--- config.mk ---
export PLATFORM = sky130hd
export DESIGN_NAME = br_perf_counter_flat
export DESIGN_NICKNAME = d
export VERILOG_FILES = /design/src/rtl/br_perf_counter_pkg.sv /design/src/rtl/br_perf_counter_if.sv /design/src/rtl/br_perf_counter_sat_counter.sv /design/src/rtl/br_perf_counter.sv /design/src/flat_wrapper.sv
export SDC_FILE = /design/constraint.sdc
export NUM_CORES = 1
export LEC_CHECK = 0
export CAP_MARGIN = 40
export CORE_UTILIZATION = 54
export DETAILED_ROUTE_END_ITERATION = 8
export GPL_TIMING_DRIVEN = 0
export PLACE_DENSITY = 0.93
export SLEW_MARGIN = 20
export SYNTH_ARGS = -nofsm -noshare
export SYNTH_HDL_FRONTEND = slang
export SYNTH_SLANG_ARGS = --single-unit
--- constraint.sdc ---
create_clock -name clk -period 3.3 [get_ports clk]
set_clock_uncertainty 0.15 [all_clocks]
set_input_delay 0.66 -clock clk [delete_from_list [all_inputs] [get_ports clk]]
set_output_delay 0.66 -clock clk [all_outputs]
set_load 0.05 [all_outputs]
--- src/rtl/br_perf_counter_pkg.sv ---
// ----------------------------------------------------------------------------
// perf_pkg
// Shared types for the branch-unit performance counter slice.
//   br_type_t    : class of a resolved branch (conditional, JAL, JALR)
//   perf_state_t : counter control state as seen on perf_state
//   PERF_CNT_W   : default width of the cumulative counters
// ----------------------------------------------------------------------------
package perf_pkg;

   localparam int PERF_CNT_W = 32;

   typedef enum logic [1:0] {
      BR_COND = 2'd0,
      BR_JAL  = 2'd1,
      BR_JALR = 2'd2
   } br_type_t;

   typedef enum logic [1:0] {
      PERF_IDLE   = 2'd0,
      PERF_COUNT  = 2'd1,
      PERF_FROZEN = 2'd2,
      PERF_SAT    = 2'd3
   } perf_state_t;

endpackage

--- src/rtl/br_perf_counter_if.sv ---
// ----------------------------------------------------------------------------
// br_perf_counter_if
// Bundles the control inputs, branch-resolution event inputs and counter
// outputs of br_perf_counter.
//   master : the side that drives control/events and reads the counters
//   slave  : the counter block itself
// Optional macro BR_PERF_PER_TYPE_EN adds the per-type counter outputs
// perf_br_cond_cnt / perf_br_jal_cnt / perf_br_jalr_cnt.
// Parameters: CNT_W (cumulative counter width), WIN_W (window count width).
// ----------------------------------------------------------------------------
interface br_perf_counter_if #(
   parameter int CNT_W = perf_pkg::PERF_CNT_W,
   parameter int WIN_W = 9
);
   import perf_pkg::*;

   logic             perf_en;
   logic             perf_freeze;
   logic             perf_clear;
   logic             br_resolve_valid;
   br_type_t         br_resolve_type;
   logic             br_resolve_mispredict;

   logic [CNT_W-1:0] perf_br_cnt;
   logic [CNT_W-1:0] perf_br_mispredict_cnt;
   logic             perf_win_valid;
   logic [WIN_W-1:0] perf_win_mispredict_cnt;
   logic [1:0]       perf_state;
   logic             perf_saturated;

`ifdef BR_PERF_PER_TYPE_EN
   logic [CNT_W-1:0] perf_br_cond_cnt;
   logic [CNT_W-1:0] perf_br_jal_cnt;
   logic [CNT_W-1:0] perf_br_jalr_cnt;

   modport master (
      output perf_en, perf_freeze, perf_clear,
      output br_resolve_valid, br_resolve_type, br_resolve_mispredict,
      input  perf_br_cnt, perf_br_mispredict_cnt,
      input  perf_win_valid, perf_win_mispredict_cnt,
      input  perf_state, perf_saturated,
      input  perf_br_cond_cnt, perf_br_jal_cnt, perf_br_jalr_cnt
   );

   modport slave (
      input  perf_en, perf_freeze, perf_clear,
      input  br_resolve_valid, br_resolve_type, br_resolve_mispredict,
      output perf_br_cnt, perf_br_mispredict_cnt,
      output perf_win_valid, perf_win_mispredict_cnt,
      output perf_state, perf_saturated,
      output perf_br_cond_cnt, perf_br_jal_cnt, perf_br_jalr_cnt
   );
`else
   modport master (
      output perf_en, perf_freeze, perf_clear,
      output br_resolve_valid, br_resolve_type, br_resolve_mispredict,
      input  perf_br_cnt, perf_br_mispredict_cnt,
      input  perf_win_valid, perf_win_mispredict_cnt,
      input  perf_state, perf_saturated
   );

   modport slave (
      input  perf_en, perf_freeze, perf_clear,
      input  br_resolve_valid, br_resolve_type, br_resolve_mispredict,
      output perf_br_cnt, perf_br_mispredict_cnt,
      output perf_win_valid, perf_win_mispredict_cnt,
      output perf_state, perf_saturated
   );
`endif

endinterface

--- src/rtl/br_perf_counter_sat_counter.sv ---
// ----------------------------------------------------------------------------
// perf_sat_counter
// Saturating up-counter used for every cumulative performance total.
//   clk      : clock
//   rst_n    : asynchronous active-low reset, zeroes the count
//   i_inc    : request to add one this cycle
//   i_clear  : synchronous clear, wins over i_inc
//   i_hold   : blocks the increment (frozen, not counting, or saturating)
//   o_count  : current count
//   o_at_max : count is all ones; further increments are ignored
// ----------------------------------------------------------------------------
module perf_sat_counter #(
   parameter int W = 32
) (
   input  logic         clk,
   input  logic         rst_n,
   input  logic         i_inc,
   input  logic         i_clear,
   input  logic         i_hold,
   output logic [W-1:0] o_count,
   output logic         o_at_max
);

   logic [W-1:0] r_count;

   // Count register: clear has priority, then a held or maxed-out counter
   // simply keeps its value rather than wrapping.
   always_ff @(posedge clk or negedge rst_n) begin
      if (!rst_n) begin
         r_count <= '0;
      end else if (i_clear) begin
         r_count <= '0;
      end else if (i_inc && !i_hold && !o_at_max) begin
         r_count <= r_count + {{(W-1){1'b0}}, 1'b1};
      end
   end

   assign o_count  = r_count;
   assign o_at_max = &r_count;

endmodule

--- src/rtl/br_perf_counter.sv ---
// ----------------------------------------------------------------------------
// br_perf_counter
// Counts committed branch resolutions and mispredicts for the branch unit,
// and reports the mispredict count of every WINDOW_LEN-branch window.
// Ports:
//   clk  : clock
//   rst  : asynchronous active-low reset
//   bus  : br_perf_counter_if.slave
//          in : perf_en, perf_freeze, perf_clear, br_resolve_valid,
//               br_resolve_type, br_resolve_mispredict
//          out: perf_br_cnt, perf_br_mispredict_cnt, perf_win_valid,
//               perf_win_mispredict_cnt, perf_state, perf_saturated
// Optional macro BR_PERF_PER_TYPE_EN: adds per-type totals
// (perf_br_cond_cnt / perf_br_jal_cnt / perf_br_jalr_cnt) that follow the
// same count/freeze/clear/saturation rules as perf_br_cnt.
// ----------------------------------------------------------------------------
module br_perf_counter
   import perf_pkg::*;
#(
   parameter int CNT_W      = PERF_CNT_W,
   parameter int WINDOW_LEN = 256,
   parameter int WIN_W      = $clog2(WINDOW_LEN) + 1
) (
   input  logic              clk,
   input  logic              rst,
   br_perf_counter_if.slave  bus
);

   localparam logic [1:0] S_IDLE   = PERF_IDLE;
   localparam logic [1:0] S_COUNT  = PERF_COUNT;
   localparam logic [1:0] S_FROZEN = PERF_FROZEN;
   localparam logic [1:0] S_SAT    = PERF_SAT;

   localparam logic [WIN_W-1:0] WIN_LAST = WIN_W'(WINDOW_LEN - 1);

   logic [1:0]       r_state;
   logic [1:0]       w_state_nxt;
   logic             r_saturated;

   logic [WIN_W-1:0] r_win_br_cnt;
   logic [WIN_W-1:0] r_win_mp_cnt;
   logic [WIN_W-1:0] r_win_mp_out;
   logic             r_win_valid;

   logic             w_event;
   logic             w_overflow;
   logic             w_accept;
   logic             w_hold;
   logic             w_any_max;
   logic             w_type_at_max;
   logic [WIN_W-1:0] w_mp_ext;

   logic [CNT_W-1:0] w_br_cnt;
   logic [CNT_W-1:0] w_mp_cnt;
   logic             w_br_at_max;
   logic             w_mp_at_max;

   // An event is a candidate for counting only while COUNT is the current
   // state; a simultaneous clear drops it.
   assign w_event  = (r_state == S_COUNT) && bus.br_resolve_valid && !bus.perf_clear;
   assign w_mp_ext = {{(WIN_W-1){1'b0}}, bus.br_resolve_mispredict};

   // Overflow of any counter this event would touch blocks every counter, so
   // the mispredict/total ratio and the per-type sum stay consistent.
   assign w_any_max  = w_br_at_max
                     | (bus.br_resolve_mispredict & w_mp_at_max)
                     | w_type_at_max;
   assign w_overflow = w_event && w_any_max;
   assign w_accept   = w_event && !w_overflow;
   assign w_hold     = w_overflow || (r_state != S_COUNT);

   perf_sat_counter #(.W(CNT_W)) u_br_cnt (
      .clk      (clk),
      .rst_n    (rst),
      .i_inc    (w_event),
      .i_clear  (bus.perf_clear),
      .i_hold   (w_hold),
      .o_count  (w_br_cnt),
      .o_at_max (w_br_at_max)
   );

   perf_sat_counter #(.W(CNT_W)) u_mp_cnt (
      .clk      (clk),
      .rst_n    (rst),
      .i_inc    (w_event && bus.br_resolve_mispredict),
      .i_clear  (bus.perf_clear),
      .i_hold   (w_hold),
      .o_count  (w_mp_cnt),
      .o_at_max (w_mp_at_max)
   );

`ifdef BR_PERF_PER_TYPE_EN
   logic [CNT_W-1:0] w_cond_cnt;
   logic [CNT_W-1:0] w_jal_cnt;
   logic [CNT_W-1:0] w_jalr_cnt;
   logic             w_cond_at_max;
   logic             w_jal_at_max;
   logic             w_jalr_at_max;
   logic             w_is_cond;
   logic             w_is_jal;
   logic             w_is_jalr;

   assign w_is_cond = (bus.br_resolve_type == BR_COND);
   assign w_is_jal  = (bus.br_resolve_type == BR_JAL);
   assign w_is_jalr = (bus.br_resolve_type == BR_JALR);

   assign w_type_at_max = (w_is_cond & w_cond_at_max)
                        | (w_is_jal  & w_jal_at_max)
                        | (w_is_jalr & w_jalr_at_max);

   perf_sat_counter #(.W(CNT_W)) u_cond_cnt (
      .clk      (clk),
      .rst_n    (rst),
      .i_inc    (w_event && w_is_cond),
      .i_clear  (bus.perf_clear),
      .i_hold   (w_hold),
      .o_count  (w_cond_cnt),
      .o_at_max (w_cond_at_max)
   );

   perf_sat_counter #(.W(CNT_W)) u_jal_cnt (
      .clk      (clk),
      .rst_n    (rst),
      .i_inc    (w_event && w_is_jal),
      .i_clear  (bus.perf_clear),
      .i_hold   (w_hold),
      .o_count  (w_jal_cnt),
      .o_at_max (w_jal_at_max)
   );

   perf_sat_counter #(.W(CNT_W)) u_jalr_cnt (
      .clk      (clk),
      .rst_n    (rst),
      .i_inc    (w_event && w_is_jalr),
      .i_clear  (bus.perf_clear),
      .i_hold   (w_hold),
      .o_count  (w_jalr_cnt),
      .o_at_max (w_jalr_at_max)
   );

   assign bus.perf_br_cond_cnt = w_cond_cnt;
   assign bus.perf_br_jal_cnt  = w_jal_cnt;
   assign bus.perf_br_jalr_cnt = w_jalr_cnt;
`else
   assign w_type_at_max = 1'b0;
`endif

   // Next-state logic. Clear beats everything; inside COUNT an overflowing
   // event beats the enable/freeze controls so saturation is never missed.
   always_comb begin
      w_state_nxt = r_state;
      if (bus.perf_clear) begin
         w_state_nxt = S_IDLE;
      end else begin
         case (r_state)
            S_IDLE: begin
               if (bus.perf_en) w_state_nxt = S_COUNT;
            end
            S_COUNT: begin
               if (w_overflow)            w_state_nxt = S_SAT;
               else if (!bus.perf_en)     w_state_nxt = S_IDLE;
               else if (bus.perf_freeze)  w_state_nxt = S_FROZEN;
            end
            S_FROZEN: begin
               if (!bus.perf_en)          w_state_nxt = S_IDLE;
               else if (!bus.perf_freeze) w_state_nxt = S_COUNT;
            end
            S_SAT: begin
               w_state_nxt = S_SAT;
            end
            default: begin
               w_state_nxt = S_IDLE;
            end
         endcase
      end
   end

   // State and sticky saturation flag; the flag only falls on clear/reset.
   always_ff @(posedge clk or negedge rst) begin
      if (!rst) begin
         r_state     <= S_IDLE;
         r_saturated <= 1'b0;
      end else begin
         r_state <= w_state_nxt;
         if (bus.perf_clear)  r_saturated <= 1'b0;
         else if (w_overflow) r_saturated <= 1'b1;
      end
   end

   // Window tracking. The window counters only move on accepted events, so
   // they naturally hold through IDLE/FROZEN. On the closing event the
   // published count includes that event's own mispredict bit.
   always_ff @(posedge clk or negedge rst) begin
      if (!rst) begin
         r_win_br_cnt <= '0;
         r_win_mp_cnt <= '0;
         r_win_mp_out <= '0;
         r_win_valid  <= 1'b0;
      end else if (bus.perf_clear) begin
         r_win_br_cnt <= '0;
         r_win_mp_cnt <= '0;
         r_win_mp_out <= '0;
         r_win_valid  <= 1'b0;
      end else begin
         r_win_valid <= 1'b0;
         if (w_accept) begin
            if (r_win_br_cnt == WIN_LAST) begin
               r_win_mp_out <= r_win_mp_cnt + w_mp_ext;
               r_win_valid  <= 1'b1;
               r_win_br_cnt <= '0;
               r_win_mp_cnt <= '0;
            end else begin
               r_win_br_cnt <= r_win_br_cnt + {{(WIN_W-1){1'b0}}, 1'b1};
               r_win_mp_cnt <= r_win_mp_cnt + w_mp_ext;
            end
         end
      end
   end

   assign bus.perf_br_cnt             = w_br_cnt;
   assign bus.perf_br_mispredict_cnt  = w_mp_cnt;
   assign bus.perf_win_valid          = r_win_valid;
   assign bus.perf_win_mispredict_cnt = r_win_mp_out;
   assign bus.perf_state              = r_state;
   assign bus.perf_saturated          = r_saturated;

endmodule

--- src/flat_wrapper.sv ---
// flat-port wrapper written by rule: the top's interface ports become plain ports
module br_perf_counter_flat import perf_pkg::*;
#(
   parameter int CNT_W      = PERF_CNT_W,
   parameter int WINDOW_LEN = 256,
   parameter int WIN_W      = $clog2(WINDOW_LEN) + 1
)
  (clk, rst, bus_perf_en, bus_perf_freeze, bus_perf_clear, bus_br_resolve_valid, bus_br_resolve_type, bus_br_resolve_mispredict, bus_perf_br_cnt, bus_perf_br_mispredict_cnt, bus_perf_win_valid, bus_perf_win_mispredict_cnt, bus_perf_state, bus_perf_saturated);
  br_perf_counter_if #(.CNT_W(CNT_W), .WIN_W(WIN_W)) bus_i ();
  input  logic clk;
  input  logic rst;
  input wire logic [$bits(bus_i.perf_en)-1:0] bus_perf_en;
  input wire logic [$bits(bus_i.perf_freeze)-1:0] bus_perf_freeze;
  input wire logic [$bits(bus_i.perf_clear)-1:0] bus_perf_clear;
  input wire logic [$bits(bus_i.br_resolve_valid)-1:0] bus_br_resolve_valid;
  input wire logic [$bits(bus_i.br_resolve_type)-1:0] bus_br_resolve_type;
  input wire logic [$bits(bus_i.br_resolve_mispredict)-1:0] bus_br_resolve_mispredict;
  output wire logic [$bits(bus_i.perf_br_cnt)-1:0] bus_perf_br_cnt;
  output wire logic [$bits(bus_i.perf_br_mispredict_cnt)-1:0] bus_perf_br_mispredict_cnt;
  output wire logic [$bits(bus_i.perf_win_valid)-1:0] bus_perf_win_valid;
  output wire logic [$bits(bus_i.perf_win_mispredict_cnt)-1:0] bus_perf_win_mispredict_cnt;
  output wire logic [$bits(bus_i.perf_state)-1:0] bus_perf_state;
  output wire logic [$bits(bus_i.perf_saturated)-1:0] bus_perf_saturated;
  assign bus_i.perf_en = bus_perf_en;
  assign bus_i.perf_freeze = bus_perf_freeze;
  assign bus_i.perf_clear = bus_perf_clear;
  assign bus_i.br_resolve_valid = bus_br_resolve_valid;
  assign bus_i.br_resolve_type = bus_br_resolve_type;
  assign bus_i.br_resolve_mispredict = bus_br_resolve_mispredict;
  assign bus_perf_br_cnt = bus_i.perf_br_cnt;
  assign bus_perf_br_mispredict_cnt = bus_i.perf_br_mispredict_cnt;
  assign bus_perf_win_valid = bus_i.perf_win_valid;
  assign bus_perf_win_mispredict_cnt = bus_i.perf_win_mispredict_cnt;
  assign bus_perf_state = bus_i.perf_state;
  assign bus_perf_saturated = bus_i.perf_saturated;
  br_perf_counter #(.CNT_W(CNT_W), .WINDOW_LEN(WINDOW_LEN), .WIN_W(WIN_W)) u_core (.clk(clk), .rst(rst), .bus(bus_i));
endmodule
[Yosys cells after proc, flatten, opt, wreduce, memory -nomap -nowiden]
Cells that the tools add are included.
Storage, ports and cells
  register bits after elaboration: 95
  output and inout port bits: 77
  logic and storage cells: 73
  bits of input ports: 9
Operators by class
  mux-type cells: 26
  eq/ne operators: 8
  bitwise gates (word level): 2
  $add $sub $neg: 4
  reduce and logical (&&, ||, !) cells: 25
Operators with widths (count)
  2-to-1 mux 32 bit: 4
  2-to-1 mux 9 bit: 9
  adder 32 x 1 -> 32 bit (second input constant): 2
  AND reduction 32 bit: 2
  2-to-1 mux 2 bit: 7
  nonzero test 2 bit: 5
  adder 9 x 1 -> 9 bit: 1
  adder 9 x 1 -> 9 bit (second input constant): 1
  == test 9 x 8 -> 1 bit (second input constant): 1
  logical AND 1 bit: 9
  case mux 2 bit (4 select lines): 1
  logical NOT 1 bit: 5
  2-to-1 mux 1 bit: 5
  != test 5 x 4 -> 1 bit (second input constant): 1
  == test 2 bit (second input constant): 2
  != test 4 bit (second input constant): 1
  != test 3 bit (second input constant): 1
  AND reduction 3 bit: 1
  == test 2 x 1 -> 1 bit (second input constant): 1
  logical NOT 2 bit: 1
  != test 2 x 1 -> 1 bit (second input constant): 1
  AND reduction 2 bit: 1
  AND 1 bit: 1
  logical OR 1 bit: 1
  bitwise OR 1 bit: 1

[Longest topological paths before layout]
  depth in word-level cells: 10
  depth in mapped cells: 10
  depth with buffers taken out: 8

[Cells and area by module]
A second synthesis with hierarchy kept.
Unflattened totals
  cell total of the unflattened synthesis: 571
  area total of the unflattened synthesis: 5293.8 um^2
By module, submodules not included
  perf_sat_counter: seq. area each 800.8 um^2, area an instance 1833.0 um^2, times used 2, cells an instance 204
  br_perf_counter: seq. area each 775.7 um^2, area an instance 1627.8 um^2, times used 1, cells an instance 163

[Worst setup path before layout]
Ideal clock, no wire load.
  path kind: reg2reg
  from: register u_core.u_br_cnt.r_count[0] (netlist: u_core.u_br_cnt.o_count[0])
  to: register u_core.u_mp_cnt.r_count[17] (netlist: u_core.u_mp_cnt.o_count[17])
  setup slack: 306 ps
  stages on the path, launching flop included: 10
  arrival: 2719 ps
  library setup time: 125 ps
  buffers on the path: 2
  period minus slack after synthesis: 2994 ps
  data required time: 3025 ps
  path through: dfrtp_1 ha_1 and4_2 nand3_4 or4_1 buf_2 and4_4 buf_6 and3_4 mux2_4
Between the ends
  word-level cells in the longest chain between the ends: 8
Ends and longest elaborated chain
  start, declared: line br_perf_counter_sat_counter.sv:24  | logic [W-1:0] r_count;
  start signal, assigned: line br_perf_counter_sat_counter.sv:34  | r_count <= r_count + {{(W-1){1'b0}}, 1'b1};
  AND reduction 32 bit: line br_perf_counter_sat_counter.sv:39  | assign o_at_max = &r_count;
  bitwise OR 1 bit: line br_perf_counter.sv:66  | | (bus.br_resolve_mispredict & w_mp_at_max)
  logical AND 1 bit: line br_perf_counter.sv:68  | assign w_overflow = w_event && w_any_max;
  logical OR 1 bit: line br_perf_counter.sv:70  | assign w_hold = w_overflow || (r_state != S_COUNT);
  logical NOT 1 bit: line br_perf_counter_sat_counter.sv:33  | end else if (i_inc && !i_hold && !o_at_max) begin
  logical AND 1 bit (2 in series): line br_perf_counter_sat_counter.sv:33
  nonzero test 2 bit (no source line)
  end signal, assigned: line br_perf_counter_sat_counter.sv:34
  end, declared: line br_perf_counter_sat_counter.sv:24
Every way passes these cells.
A chain may end at the register's enable or synchronous reset.

[Final worst setup path]
  from: input port bus_perf_clear
  to: register u_core.r_win_mp_cnt[6]
Between the ends
  word-level cells in the longest chain between the ends: 6
  elaborated cells on any way between the ends: 7
  classes of those cells: 1 x mux; 6 x reduce/logical
Ends and longest elaborated chain
  start, declared: line flat_wrapper.sv:14  | input wire logic [$bits(bus_i.perf_clear)-1:0] bus_perf_clear;
  logical NOT 1 bit: line br_perf_counter.sv:60  | assign w_event = (r_state == S_COUNT) && bus.br_resolve_valid && !bus.perf_clear;
  logical AND 1 bit: line br_perf_counter.sv:60
  logical AND 1 bit: line br_perf_counter.sv:68
  logical NOT 1 bit: line br_perf_counter.sv:69  | assign w_accept = w_event && !w_overflow;
  logical AND 1 bit: line br_perf_counter.sv:69
  nonzero test 2 bit (no source line)
  end signal, assigned: line br_perf_counter.sv:214  | r_win_mp_cnt <= r_win_mp_cnt + w_mp_ext;
  end, declared: line br_perf_counter.sv:41  | logic [WIN_W-1:0] r_win_mp_cnt;
Several ways; a longest one is shown, not always the timed one.

==> results.md <==
- Critical Path AT: between 3 and 4 ns
- Detailed Routing Iterations Pass 1: 6
- Post-DP HPWL: around 10 mm
- Synthesized Nets: about 570
- First-pass GRT wire length: 23.8 mm
- Final ANT Viol Nets: 0
- Placed Area: around 6200 sq um
- Worst Hold Class: in -> async
- CP Max Fanout: 10
- # Post-CTS Setup Buffers: 0
- P_leak: 2.45 nW
- Slew @ Worst Pin: between 0.8 and 0.9 ns
- Num CTS Buffers: 9
- Initial antenna violation count: 0
- Critical Path End Type: register
- Starting Density: between 50% and 60%
- FF-to-FF path depth: 10
- Row count: 35
- Tmin final: ~3.2 ns
- Vias in the first global route: just under 5000
- Rel. slew slack: roughly 43%
- CTS tree: yes
- Port-buffer cells: 83
- Vias per Instance: 6.55
- Synth Instances: about 560
- Fmax: 313 MHz
- Worst IR Drop VDD: approximately 0.17 mV
- H-Tree Depth: 3
- EDFF count, synth: 0
- Final period utilization: approximately 97%
- Overall power: between 0.002 and 0.0025 W
- GR Overflow Total: 0
- Die width: roughly 100 um
- Seq/Total Area, Yosys: between 40% and 50%
- Final Hold Viols: 0
- Syn Area/Cell: 9.28 sq um
- Root buf cell: clkbuf_8
- Drt wl/cell: 18.9 um
- Total GRT Usage: a little under a third
- CP max stage delay: between 0.6 and 0.7 ns
- Core ar.: between 9000 and 10000 sq um
- Main flop type after synthesis: dfrtp_1
- Vias: between 5000 and 6000
- Status: completed
- WS Path Type: in -> reg
- Die ar.: ~10000 sq um
- Asr flop ratio synth: 100%
- Clock latency on the worst-skew pair: roughly 0.37 ns
- Slew Limit Fails: 0
- WHS: ~0.035 ns
- Clock Pin Slew Worst Setup and Hold Paths: around 0.090 ns
- Post-synthesis cell area: a little over 5000 sq um
- Power Density: about 310 nW/um^2
- Clock sinks: 95
- Final GP Congestion: just under 0.9
- Critical path's slowest cell: clkdlybuf4s50_1
- Share of layout cells above drive strength 1: approximately 7.8%
- Unrepaired setup endpoints after global routing: yes
- Nets: 670
- Yosys cell types: 60
- Req. time, crit path: between 3 and 4 ns
- Warnings from Yosys: 0
- R2r setup slk: 0.28 ns
- DR DRC count: 0
- Initial DRC count: 460
- Hold_buf cts: 0
- MaxCap Viol Count: 0
- Fin area: about 6400 sq um
- IO Pins: 86
- Synthesis-stage register bit count: 95
- Synthesis-to-layout area growth: 23.4%
- Largest buffer count on any clock path: 2
- Post-CTS resize count: 0
- # setup viols final: 0
- Post-Route WL: between 10 and 15 mm
- Startpoint types: primary input
- Final core occ: 68.9%
- FF-to-FF Start: u_core.u_br_cnt.o_count[1]$_DFFE_PN0P_
- N_diodes: 0
- Largest net degree at the start of global routing: 56
- Critical path cell sequence: clkdlybuf4s50_1 > inv_2 > nand4b_1 > clkbuf_1 > nor3_2 > clkbuf_1 > nand4b_1 > a21oi_1
- Reg2reg end: u_core.r_win_br_cnt[0]$_DFFE_PN0P_
- Die H: 100 um
==> synth_stat cells (2+ instances only) <==
master	n	area, sq um
dfrtp_1	95	2380
nand2_1	57	214
nor2_1	55	206
nand3_1	42	210
a21oi_1	33	165
nand4_1	19	119
o21ai_0	19	95.1
or4_1	17	128
xnor2_1	16	140
clkbuf_1	15	56.3
nor3_1	15	75.1
or3_1	14	87.6
inv_1	11	41.3
o31ai_1	11	82.6
nor4_1	10	62.6
and3_1	8	50.1
mux2i_1	8	80.1
xor2_1	8	70.1
a211oi_1	7	52.6
buf_2	7	35.0
and4_1	6	52.6
nand4b_1	6	52.6
o211ai_1	6	45.0
ha_1	5	62.6
mux2_2	5	56.3
nor2b_1	5	31.3
o41ai_1	5	43.8
and2_1	4	25.0
o311ai_0	4	35.0
a311oi_1	3	26.3
a41o_1	3	30.0
buf_4	3	22.5
nand3b_1	3	22.5
or2_2	3	18.8
a21o_1	2	15.0
a32o_1	2	20.0
and4_4	2	22.5
buf_6	2	22.5
nor4_2	2	25.0
==> worst max path at each step <==
stage,slack (ns),depth (start not counted),startpoint,to
after CTS,0.07,8,bus_perf_clear,u_core.r_win_mp_cnt[6]$_DFFE_PN0P_
after global routing,-0.02,8,bus_perf_clear,u_core.r_win_mp_cnt[6]$_DFFE_PN0P_
final,0.11,8,bus_perf_clear,u_core.r_win_mp_cnt[6]$_DFFE_PN0P_
after detailed placement,-0.30,8,bus_perf_clear,u_core.r_win_mp_cnt[6]$_DFFE_PN0P_
after floorplan,0.31,9,u_core.u_br_cnt.o_count[0]$_DFFE_PN0P_,u_core.u_mp_cnt.o_count[17]$_DFFE_PN0P_
after global placement,-2.01,1,rst,u_core.u_br_cnt.o_count[9]$_DFFE_PN0P_
==> power by group <==
group / internal, W / total (W) / leakage (nW) / switching, W
sequential: 0.00117 / 0.00117 / 1.33 / 0.00000446
clock: 0.000338 / 0.000732 / 0.0851 / 0.000394
combinational: 0.0000274 / 0.000110 / 1.04 / 0.0000826
==> worst max-delay path: cells and delay by family <==
family	cells	cell delay (ns)
buffers and inverters	4	1.68
AND/OR/NAND/NOR	3	0.82
AO/OA/AOI/OAI	1	0.17
==> per-layer routing <==
| layer | track usage, % | vias to the layer above | wire length (um) |
|---|---|---|---|
| met5 | 0 | - | 0 |
| met3 | 5.15 | 43 | 1280 |
| met4 | 16.5 | 0 | 475 |
| li1 | - | 2269 | - |
| met1 | 39.7 | 2536 | 5950 |
| met2 | 48.6 | 307 | 7150 |
==> logic make-up (layout without fill, tap and decap cells) <==
| logic type | after synthesis | after routing | synth area share (%) |
|---|---|---|---|
| buffers and inverters | 40 | 139 | 3.57 |
| AND/OR/NAND/NOR | 277 | 277 | 29.2 |
| AO/OA/AOI/OAI | 104 | 104 | 13.2 |
| XOR/XNOR | 24 | 24 | 4.05 |
| multiplexers | 14 | 14 | 2.92 |
| flip-flops | 95 | 95 | 45.8 |
| adder cells (fa/ha/maj) | 5 | 5 | 1.21 |
==> registers in the layout (all words and copies together), names as in the netlist <==
name,flops
u_core.u_br_cnt.o_count,32
u_core.u_mp_cnt.o_count,32
u_core.bus.perf_win_mispredict_cnt,9
u_core.r_win_br_cnt,9
u_core.r_win_mp_cnt,9
u_core.bus.perf_state,2
u_core.bus.perf_saturated,1
u_core.bus.perf_win_valid,1
==> cells in the final DEF (no fill, tap or decap), types with 17 or more instances in the layout <==
| cell | count |
|---|---|
| dfrtp_1 | 95 |
| clkdlybuf4s50_1 | 82 |
| nand2_1 | 57 |
| nor2_1 | 55 |
| nand3_1 | 42 |
| a21oi_1 | 33 |
| nand4_1 | 19 |
| o21ai_0 | 19 |
| clkbuf_1 | 17 |
| or4_1 | 17 |
==> stage by stage <==
step | setup WS [ns] | TNS (ns) | std cells
4_1_cts | 0.0729 | 0 | 787
5_1_grt | -0.0223 | -0.0223 | 787
3_5_place_dp | -0.305 | -3.93 | 774
3_3_place_gp | -2.01 | -193.11 | 771
2_1_floorplan | 0.306 | 0 | 559
6_report | 0.107 | 0 | 787
==> layout make-up <==
type                       count  area [sq um]
fill                         710          2880
multi-input combinational    424          2640
sequential                    95          2380
timing repair buffer          86           870
tap                          129           161
buffer                        28           140
clock buffer                  11           131
inverter                      12          45.0
clock inverter                 2          35.0
No activity file was read; power rests on OpenSTA's default activity.
